$ cat src/rtl/alu_cmd_issuer.sv
// alu_cmd_issuer: buffers ALU commands in a FWFT FIFO and issues them as Wishbone pipelined requests.
// Latency: a command into an empty FIFO strobes next cycle; results are registered 1 cycle after ack.
// Backpressure: cmd_ready drops when the FIFO is full; issue pauses on alu_stall or at MAX_OUTSTANDING.

// Generic first-word-fall-through FIFO; caller guarantees no push when full, no pop when empty.
module alu_cmd_fifo #(
  parameter int WIDTH = 8,
  parameter int DEPTH = 4,
  localparam int AW = $clog2(DEPTH),
  localparam int CW = AW + 1
) (
  input  logic             clk,
  input  logic             reset,
  input  logic             push,
  input  logic             pop,
  input  logic [WIDTH-1:0] wdata,
  output logic [WIDTH-1:0] head,
  output logic [CW-1:0]    count
);

  logic [WIDTH-1:0] mem [DEPTH];
  logic [AW-1:0]    wptr;
  logic [AW-1:0]    rptr;

  // Storage write; contents need no reset because count alone decides validity
  always_ff @(posedge clk) begin
    if (push) mem[wptr] <= wdata;
  end

  // Pointer and occupancy tracking; pointers wrap naturally since DEPTH is a power of two
  always_ff @(posedge clk or posedge reset) begin
    if (reset) begin
      wptr  <= '0;
      rptr  <= '0;
      count <= '0;
    end else begin
      if (push) wptr <= wptr + AW'(1);
      if (pop)  rptr <= rptr + AW'(1);
      case ({push, pop})
        2'b10:   count <= count + CW'(1);
        2'b01:   count <= count - CW'(1);
        default: count <= count;
      endcase
    end
  end

  assign head = mem[rptr];

endmodule

module alu_cmd_issuer #(
  parameter int FIFO_DEPTH      = 4,
  parameter int MAX_OUTSTANDING = 4
) (
  input  logic        clk,
  input  logic        reset,
  input  logic        cmd_valid,
  output logic        cmd_ready,
  input  logic        cmd_mode,
  input  logic [7:0]  cmd_op,
  input  logic [17:0] cmd_al,
  input  logic [17:0] cmd_bl,
  input  logic [17:0] cmd_ar,
  input  logic [17:0] cmd_br,
  input  logic [47:0] cmd_cl,
  input  logic [47:0] cmd_cr,
  output logic        alu_cycle,
  output logic        alu_strobe,
  input  logic        alu_stall,
  input  logic        alu_ack,
  output logic        alu_mode,
  output logic [7:0]  alu_op,
  output logic [17:0] alu_al,
  output logic [17:0] alu_bl,
  output logic [17:0] alu_ar,
  output logic [17:0] alu_br,
  output logic [47:0] alu_cl,
  output logic [47:0] alu_cr,
  input  logic [47:0] alu_pl,
  input  logic [47:0] alu_pr,
  output logic        res_valid,
  output logic [47:0] res_pl,
  output logic [47:0] res_pr,
  output logic [3:0]  outstanding,
  output logic        err_ack
);

  typedef struct packed {
    logic        mode;
    logic [7:0]  op;
    logic [17:0] al;
    logic [17:0] bl;
    logic [17:0] ar;
    logic [17:0] br;
    logic [47:0] cl;
    logic [47:0] cr;
  } cmd_t;

  typedef enum logic [1:0] {IDLE, ISSUE, WAIT} state_t;

  localparam int              CW      = $clog2(FIFO_DEPTH) + 1;
  localparam logic [CW-1:0]   FULL    = CW'(FIFO_DEPTH);
  localparam logic [3:0]      MAX_OUT = 4'(MAX_OUTSTANDING);

  state_t        state;
  state_t        state_nxt;
  cmd_t          cmd_in;
  cmd_t          head;
  logic [CW-1:0] count;
  logic [CW-1:0] count_nxt;
  logic [3:0]    out_nxt;
  logic          issuable_nxt;
  logic          push;
  logic          accept;
  logic          ack_ok;

  assign cmd_in    = {cmd_mode, cmd_op, cmd_al, cmd_bl, cmd_ar, cmd_br, cmd_cl, cmd_cr};
  // Held low through reset so nothing is offered to an upstream that is itself resetting
  assign cmd_ready = ~reset & (count != FULL);
  assign push      = cmd_valid & cmd_ready;

  // State is kept equal to "head issuable", so strobe comes straight from a register
  assign alu_strobe = (state == ISSUE);
  assign alu_cycle  = (state != IDLE);
  assign accept     = alu_strobe & ~alu_stall;
  assign ack_ok     = alu_ack & (outstanding != 4'd0);

  alu_cmd_fifo #(
    .WIDTH ($bits(cmd_t)),
    .DEPTH (FIFO_DEPTH)
  ) u_fifo (
    .clk   (clk),
    .reset (reset),
    .push  (push),
    .pop   (accept),
    .wdata (cmd_in),
    .head  (head),
    .count (count)
  );

  assign alu_mode = head.mode;
  assign alu_op   = head.op;
  assign alu_al   = head.al;
  assign alu_bl   = head.bl;
  assign alu_ar   = head.ar;
  assign alu_br   = head.br;
  assign alu_cl   = head.cl;
  assign alu_cr   = head.cr;

  // Next-state from post-edge FIFO count and outstanding, so a fresh command strobes next cycle
  always_comb begin
    count_nxt = count;
    if (push && !accept)      count_nxt = count + CW'(1);
    else if (!push && accept) count_nxt = count - CW'(1);

    out_nxt = outstanding;
    if (accept && !ack_ok)      out_nxt = outstanding + 4'd1;
    else if (!accept && ack_ok) out_nxt = outstanding - 4'd1;

    issuable_nxt = (count_nxt != '0) && (out_nxt < MAX_OUT);

    state_nxt = state;
    case (state)
      IDLE:    if (issuable_nxt) state_nxt = ISSUE;
      ISSUE:   if (!issuable_nxt) state_nxt = (out_nxt != 4'd0) ? WAIT : IDLE;
      WAIT: begin
        if (issuable_nxt)           state_nxt = ISSUE;
        else if (out_nxt == 4'd0)   state_nxt = IDLE;
      end
      default: state_nxt = IDLE;
    endcase
  end

  // State register, outstanding counter and sticky error flag
  always_ff @(posedge clk or posedge reset) begin
    if (reset) begin
      state       <= IDLE;
      outstanding <= 4'd0;
      err_ack     <= 1'b0;
    end else begin
      state       <= state_nxt;
      outstanding <= out_nxt;
      if (alu_ack && outstanding == 4'd0) err_ack <= 1'b1;
    end
  end

  // Result capture; acks arrive in request order so no reordering is needed
  always_ff @(posedge clk or posedge reset) begin
    if (reset) begin
      res_valid <= 1'b0;
      res_pl    <= '0;
      res_pr    <= '0;
    end else begin
      res_valid <= ack_ok;
      if (ack_ok) begin
        res_pl <= alu_pl;
        res_pr <= alu_pr;
      end
    end
  end

endmodule
$ cat config.mk
export PLATFORM = sky130hd
export DESIGN_NAME = alu_cmd_issuer
export DESIGN_NICKNAME = d
export VERILOG_FILES = /design/src/rtl/alu_cmd_issuer.sv
export SDC_FILE = /design/constraint.sdc
export NUM_CORES = 1
export LEC_CHECK = 0
export CORE_MARGIN = 5
export CORE_UTILIZATION = 50
export DETAILED_ROUTE_END_ITERATION = 16
export PLACE_DENSITY = 0.76
export SETUP_SLACK_MARGIN = 0.02
export SYNTH_ARGS = -nofsm -noshare
export SYNTH_HDL_FRONTEND = slang
export SYNTH_SLANG_ARGS = --single-unit
export TNS_END_PERCENT = 30
$ cat constraint.sdc
create_clock -name clk -period 10 [get_ports clk]
set_input_delay 2 -clock clk [delete_from_list [all_inputs] [get_ports clk]]
set_output_delay 2 -clock clk [all_outputs]
set_load 0.005 [all_outputs]
==> flow_summary_export.csv, run 1 <==
group,metric,value,unit
drt,via_per_inst,5.47,
hold_path,hold_path.class,"reg2reg",
clock_tree,cts_setup_buffers,0,
timing,slew_viol_final,0,
global_routing,grt_pass1_wl,106,mm
timing,tns,0,ns
floorplan,start_util,50.7,%
clock_tree,postCtsResizedCells,0,
power_and_ir_drop,cellPowerDensity,266,nW/µm²
final_layout,synthToLayoutAreaGrowth,30.1,%
floorplan,dieArea,65100,µm²
drt,first_iter_violations,1089,
power_and_ir_drop,pwr-share-comb,29.6,%
synth,synth_area,30100,µm²
placed_design,numPortBuffers,559,
global_routing,track_usage,22.0,%
synth,ys_seq_area_share,80.0,%
run_status,status,"complete, no violations",
clock_tree,clk_latency,0.60,ns
floorplan,dieWidth,255,µm
final_layout,utilization,66.0,%
power_and_ir_drop,power.share.switching,26.7,%
timing,period_share,55.1,%
floorplan,pin_count,560,
timing,setup_viol,0,
synth,syn_nets,1729,
setup_path,required,8.00,ns
synth,ys_warn_count,0,
power_and_ir_drop,peakVddDrop,0.172,mV
drt,wl_met3,6.14,mm
synth,synth_seq_cells,819,
drt,first_pass_iters,5,
drt,wl_met1,25.6,mm
final_layout,nets,2325,
drt,met2_length,38.0,mm
power_and_ir_drop,power.total,0.0104,W
setup_path,cp_max_fo,66,
timing,slew_headroom,24.9,%
clock_tree,tritoncts,"built",
final_layout,fin_area,39100,µm²
global_routing,grt_max_degree,113,
synth,netlist_instances,1438,
global_routing,grt_antenna_before_repair,12,
placed_design,place_area,36500,µm²
timing,hold_violations,0,
drt,top_layer,"met5",
drt,ant_nets,0,
timing,tightestPinTransition,1.13,ns
timing,fin_skew,0.0168,ns
floorplan,core.rowCount,89,
clock_tree,numCtsBuffers,81,
timing,rsz0062_at_grt,"false",
final_layout,nFillCells,3892,
global_routing,overflow,0,
setup_path,startpoint_type,"register",
timing,max_freq,181,MHz
power_and_ir_drop,p_seq_share,42.3,%
timing,hold_ws,0.466,ns
synth,synthArstFlopShare,13.6,%
synth,synth_edf_count,708,
clock_tree,clock_sink_count,819,
power_and_ir_drop,clockPowerShare,28.1,%
placed_design,place_hpwl,47.8,mm
global_routing,grt_pass1_vias,16600,
synth,ys_types,43,
run,maxCapViolations,0,
power_and_ir_drop,p_switching,0.00278,W
placed_design,gp_congestion,0.844,
drt,vias,15700,
clock_tree,ctsHoldBuffers,0,
floorplan,coreArea,59200,µm²
timing,fin_crit,5.51,ns
final_layout,layout-drive-gt1-share,15.3,%
floorplan,die_y,255,µm
clock_tree,clkTransAtPathRegs,0.06,ns
clock_tree,cts_root_buf,"clkbuf_16",
synth,synth_ff_type,"edfxtp_1",
synth,syn_avg_cell_area,20.9,µm²
clock_tree,h-tree-depth,3,
setup_path,cp-end-kind,"primary output",
drt,routedWlPerCell,25.2,µm
power_and_ir_drop,power.internal,0.00764,W
clock_tree,clock_path_buffers,3,
setup_path,arrival,3.51,ns
power_and_ir_drop,leakagePower,13.6,nW
drt,wl,72.5,mm
drt,drc,0,
setup_path,worstSetupPathType,"reg2out",
==> layer usage <==
metal,vias up,global-route usage [%]
met5,-,0
met4,6,9.40
met3,109,6.55
met2,651,37.4
met1,8111,26.6
li1,6864,-
==> synth_stat cells, types with 2 or more instances <==
cell type  instances  area [µm²]
a21oi_2            2        17.5
buf_2             24         120
a21oi_1            3        15.0
and3_1             5        31.3
nand3_1            2        10.0
or3b_1             2        17.5
ha_1              13         163
a31oi_1            2        12.5
clkbuf_1          27         101
o21ai_0            2        10.0
edfxtp_1         708       21300
xnor2_1            8        70.1
mux4_2           177        3990
dfrtp_1          111        2780
inv_1             11        41.3
nor3_1             3        15.0
mux2i_1            3        30.0
nor2_1             5        18.8
nand2_1          295        1110
buf_1             12        45.0
==> layout by cell type (no fill, tap or decap), drive strengths merged, types with 2 or more instances in the layout <==
cell / n
inv: 12
mux2i: 3
a21oi: 5
clkbuf: 101
bufinv: 7
o21ai: 2
a31oi: 2
and3: 5
clkinv: 35
buf: 18
or3b: 2
ha: 13
nand3: 2
mux2: 2
nand2: 295
nor3: 4
nor2: 5
dfrtp: 111
diode: 12
mux4: 177
xnor2: 8
clkdlybuf4s50: 559
edfxtp: 708
==> registers in the layout, summed over array words and instances, names as in the netlist <==
signal	flops
u_fifo.wptr	2
res_pr	48
err_ack	1
outstanding	4
res_pl	48
u_fifo.count	3
state	2
u_fifo.mem	708
res_valid	1
u_fifo.rptr	2
==> final timing paths <==
check | start | to | slack, ns | cells after the start
worst max-delay path | u_fifo.rptr[1]$_DFFE_PP0P_ | alu_ar[15] | 4.49 | 3
worst min-delay path | err_ack$_DFFE_PP0P_ | err_ack$_DFFE_PP0P_ | 0.47 | 1
worst max register to register | u_fifo.count[0]$_DFFE_PP0P_ | u_fifo.mem[2][76]$_DFFE_PP_ | 6.42 | 6
worst min register to register | err_ack$_DFFE_PP0P_ | err_ack$_DFFE_PP0P_ | 0.47 | 1
max in group asynchronous | reset | res_valid$_DFF_PP0_ | 6.83 | 3
min in group asynchronous | reset | res_pr[31]$_DFFE_PP0P_ | 1.82 | 2
==> worst max-delay path: stages, from the launching register on <==
cell and delay [ns]:
dfrtp_4 0.94, buf_4 0.89, mux4_2 0.43, clkdlybuf4s50_1 0.57
==> power by group through the flow <==
stage,Clock [W],Combinational (W),Sequential (W)
final,0.00292,0.00308,0.00441
after global routing,0.00315,0.00329,0.00445
after CTS,0.00300,0.00316,0.00441
after detailed placement,0,0.00314,0.00448
after global placement,0,0.00312,0.00445
after floorplan,0,0.00151,0.00441
==> cells by family after synthesis <==
kind of cell	synth area share, %
DFF	80.0
and+or+nand+nor	4.25
muxes	13.5
buffers and inverters	1.13
AOI/OAI and AO/OA	0.375
adders and majority gates	0.541
xor gates and xnor gates	0.262
==> final cells by class <==
| class | count | area, µm² | share of cell area [%] |
|---|---|---|---|
| timing repair buffer | 577 | 5740 | 14.7 |
| clock inverter | 42 | 393 | 1.00 |
| sequential | 819 | 24000 | 61.5 |
| multi-input combinational | 542 | 5700 | 14.6 |
| antenna | 12 | 30.0 | 0.0768 |
| tap | 773 | 967 | 2.47 |
| inverter | 13 | 63.8 | 0.163 |
| clock buffer | 101 | 2160 | 5.53 |
==> metrics by stage <==
| stage | instances | worst slack [ns] |
|---|---|---|
| after floorplan | 1438 | 3.01 |
| after global placement | 2724 | 4.59 |
| after detailed placement | 2724 | 4.56 |
| after CTS | 2867 | 4.37 |
| after global routing | 2876 | 4.30 |
| final | 2879 | 4.49 |
Note: power is estimated with default switching activity, not from simulation.
==> run 2, diff against run 1 <==
==> constraint.sdc (replaced) <==
create_clock -name clk -period 5.55 [get_ports clk]
set_input_delay 1.11 -clock clk [delete_from_list [all_inputs] [get_ports clk]]
set_output_delay 1.11 -clock clk [all_outputs]
set_load 0.005 [all_outputs]
==> flow_summary_export.csv, run 2 (synthesis results as in run 1) <==
group,metric,value,unit
timing,fin_skew,0.0235,ns
setup_path,cp_max_fo,63,
drt,drc,0,
power_and_ir_drop,leakagePower,13.7,nW
floorplan,start_util,50.7,%
placed_design,numPortBuffers,559,
final_layout,layout-drive-gt1-share,15.6,%
timing,hold_violations,0,
hold_path,worstHoldStart,"res_pl[2]$_DFFE_PP0P_",
drt,ant_nets,0,
timing,tns,0,ns
global_routing,overflow,0,
floorplan,die_y,255,µm
timing,max_freq,237,MHz
setup_path,worstSetupStartpoint,"u_fifo.rptr[0]$_DFFE_PP0P_",
hold_path,hold_path.class,"reg2reg",
clock_tree,cts_setup_buffers,0,
timing,slew_headroom,31.4,%
setup_path,startpoint_type,"register",
run_status,status,"complete, no violations",
floorplan,core.rowCount,89,
setup_path,arrival,3.11,ns
drt,first_iter_violations,1174,
timing,setup_viol,0,
final_layout,synthToLayoutAreaGrowth,31.2,%
final_layout,nets,2331,
timing,rsz0062_at_grt,"false",
final_layout,fin_area,39400,µm²
power_and_ir_drop,cellPowerDensity,484,nW/µm²
clock_tree,ctsHoldBuffers,0,
global_routing,grt_pass1_wl,106,mm
setup_path,cp_top_family,"buffers and inverters",
power_and_ir_drop,peakVddDrop,0.314,mV
final_layout,largestRegisters,"u_fifo.mem (708), res_pl (48), res_pr (48)",
setup_path,required,4.44,ns
final_layout,stdcell_count,2882,
setup_path,rr_startpoint,"outstanding[0]$_DFF_PP0_",
final_layout,final_common_cell,"edfxtp_1",
drt,vias,15800,
clock_tree,cts_root_buf,"clkbuf_16",
clock_tree,clkTransAtPathRegs,0.06,ns
power_and_ir_drop,power.total,0.0191,W
run,maxCapViolations,0,
final_layout,final_cell_mix,"708 x edfxtp_1, 559 x clkdlybuf4s50_1, 294 x nand2_1",
floorplan,dieWidth,255,µm
setup_path,cpPeakStageDelay,0.80,ns
floorplan,dieArea,65100,µm²
setup_path,cp-end-kind,"primary output",
drt,first_pass_iters,5,
clock_tree,clock_sink_count,819,
setup_path,rrSetupSlack,2.67,ns
setup_path,slowest_stage,"dfrtp_4",
final_layout,largest_reg_flops,708,
clock_tree,clk_latency,0.61,ns
global_routing,track_usage,22.0,%
clock_tree,postCtsResizedCells,0,
clock_tree,clock_path_buffers,3,
setup_path,worstSetupPathType,"reg2out",
drt,wl,72.9,mm
placed_design,dpl.cell_count,2730,
timing,fin_crit,4.22,ns
floorplan,coreArea,59200,µm²
floorplan,pin_count,560,
drt,routedWlPerCell,25.3,µm
setup_path,critPathBufInv,2,
clock_tree,numCtsBuffers,81,
placed_design,place_area,36700,µm²
global_routing,grt_antenna_before_repair,16,
global_routing,grt_max_degree,97,
clock_tree,tritoncts,"built",
setup_path,path_cells,"buf_12 -> mux4_2 -> clkdlybuf4s50_1",
final_layout,largest_register,"u_fifo.mem",
timing,slew_viol_final,0,
placed_design,place_hpwl,48.2,mm
clock_tree,h-tree-depth,3,
global_routing,grt_pass1_vias,16600,
timing,tightestPinTransition,1.03,ns
placed_design,gp_congestion,0.802,
drt,via_per_inst,5.47,
timing,period_share,76.0,%
## run 2: changes by cell type in the layout (fill, tap and decap cells not counted), sizes merged
cell and change:
buf +6, clkinv -13, inv +3, clkbuf +6, bufinv +3, diode -3
clkinvlp +1
## run 2: where the power goes
| group | switching (W) | total (W) | internal, W |
|---|---|---|---|
| clock network | 0.00222 | 0.00552 | 0.00330 |
| registers | 0.000413 | 0.00792 | 0.00751 |
| logic | 0.00241 | 0.00562 | 0.00322 |
## run 2: cell type report
cell class / count / area, µm²
sequential: 819 / 24000
fill: 3825 / 19800
timing repair buffer: 583 / 5940
multi-input combinational: 542 / 5700
clock buffer: 107 / 2230
tap: 773 / 967
clock inverter: 36 / 465
inverter: 13 / 63.8
antenna: 9 / 22.5
## run 2: worst reg2reg max path: cells and delay by family (launching register included)
family | cells | cell delay, ns
DFF | 1 | 0.53
and+or+nand+nor | 4 | 0.71
adders and majority gates | 1 | 0.26
buffers and inverters | 3 | 1.32
## run 2: path summary, 6_finish.rpt
check                                             end  cells after the start
min in group asynchronous  u_fifo.wptr[0]$_DFFE_PP0P_                      2
min reg2reg                     res_pl[2]$_DFFE_PP0P_                      2
max                                         alu_br[4]                      3
min                             res_pl[2]$_DFFE_PP0P_                      2
max reg2reg                    res_pl[12]$_DFFE_PP0P_                      8
max in group asynchronous      res_pl[34]$_DFFE_PP0P_                      3
## run 2: metrics by stage
step                      worst slack, ns  util (%)  hold slack [ns]
after floorplan                    -0.549         -            0.451
after global placement               1.89      62.0            0.457
after detailed placement             1.89      62.0            0.462
after CTS                            1.24      66.5            0.476
after global routing                 1.13      66.6            0.494
final                                1.33      66.6            0.473
## run 2: routing by layer
layer	global-route usage, %	routed length (µm)	vias up
met2	38.0	38400	643
met4	8.58	2610	12
met3	6.82	6260	123
met1	26.1	25500	8131
li1	-	-	6860
met5	0	86	-
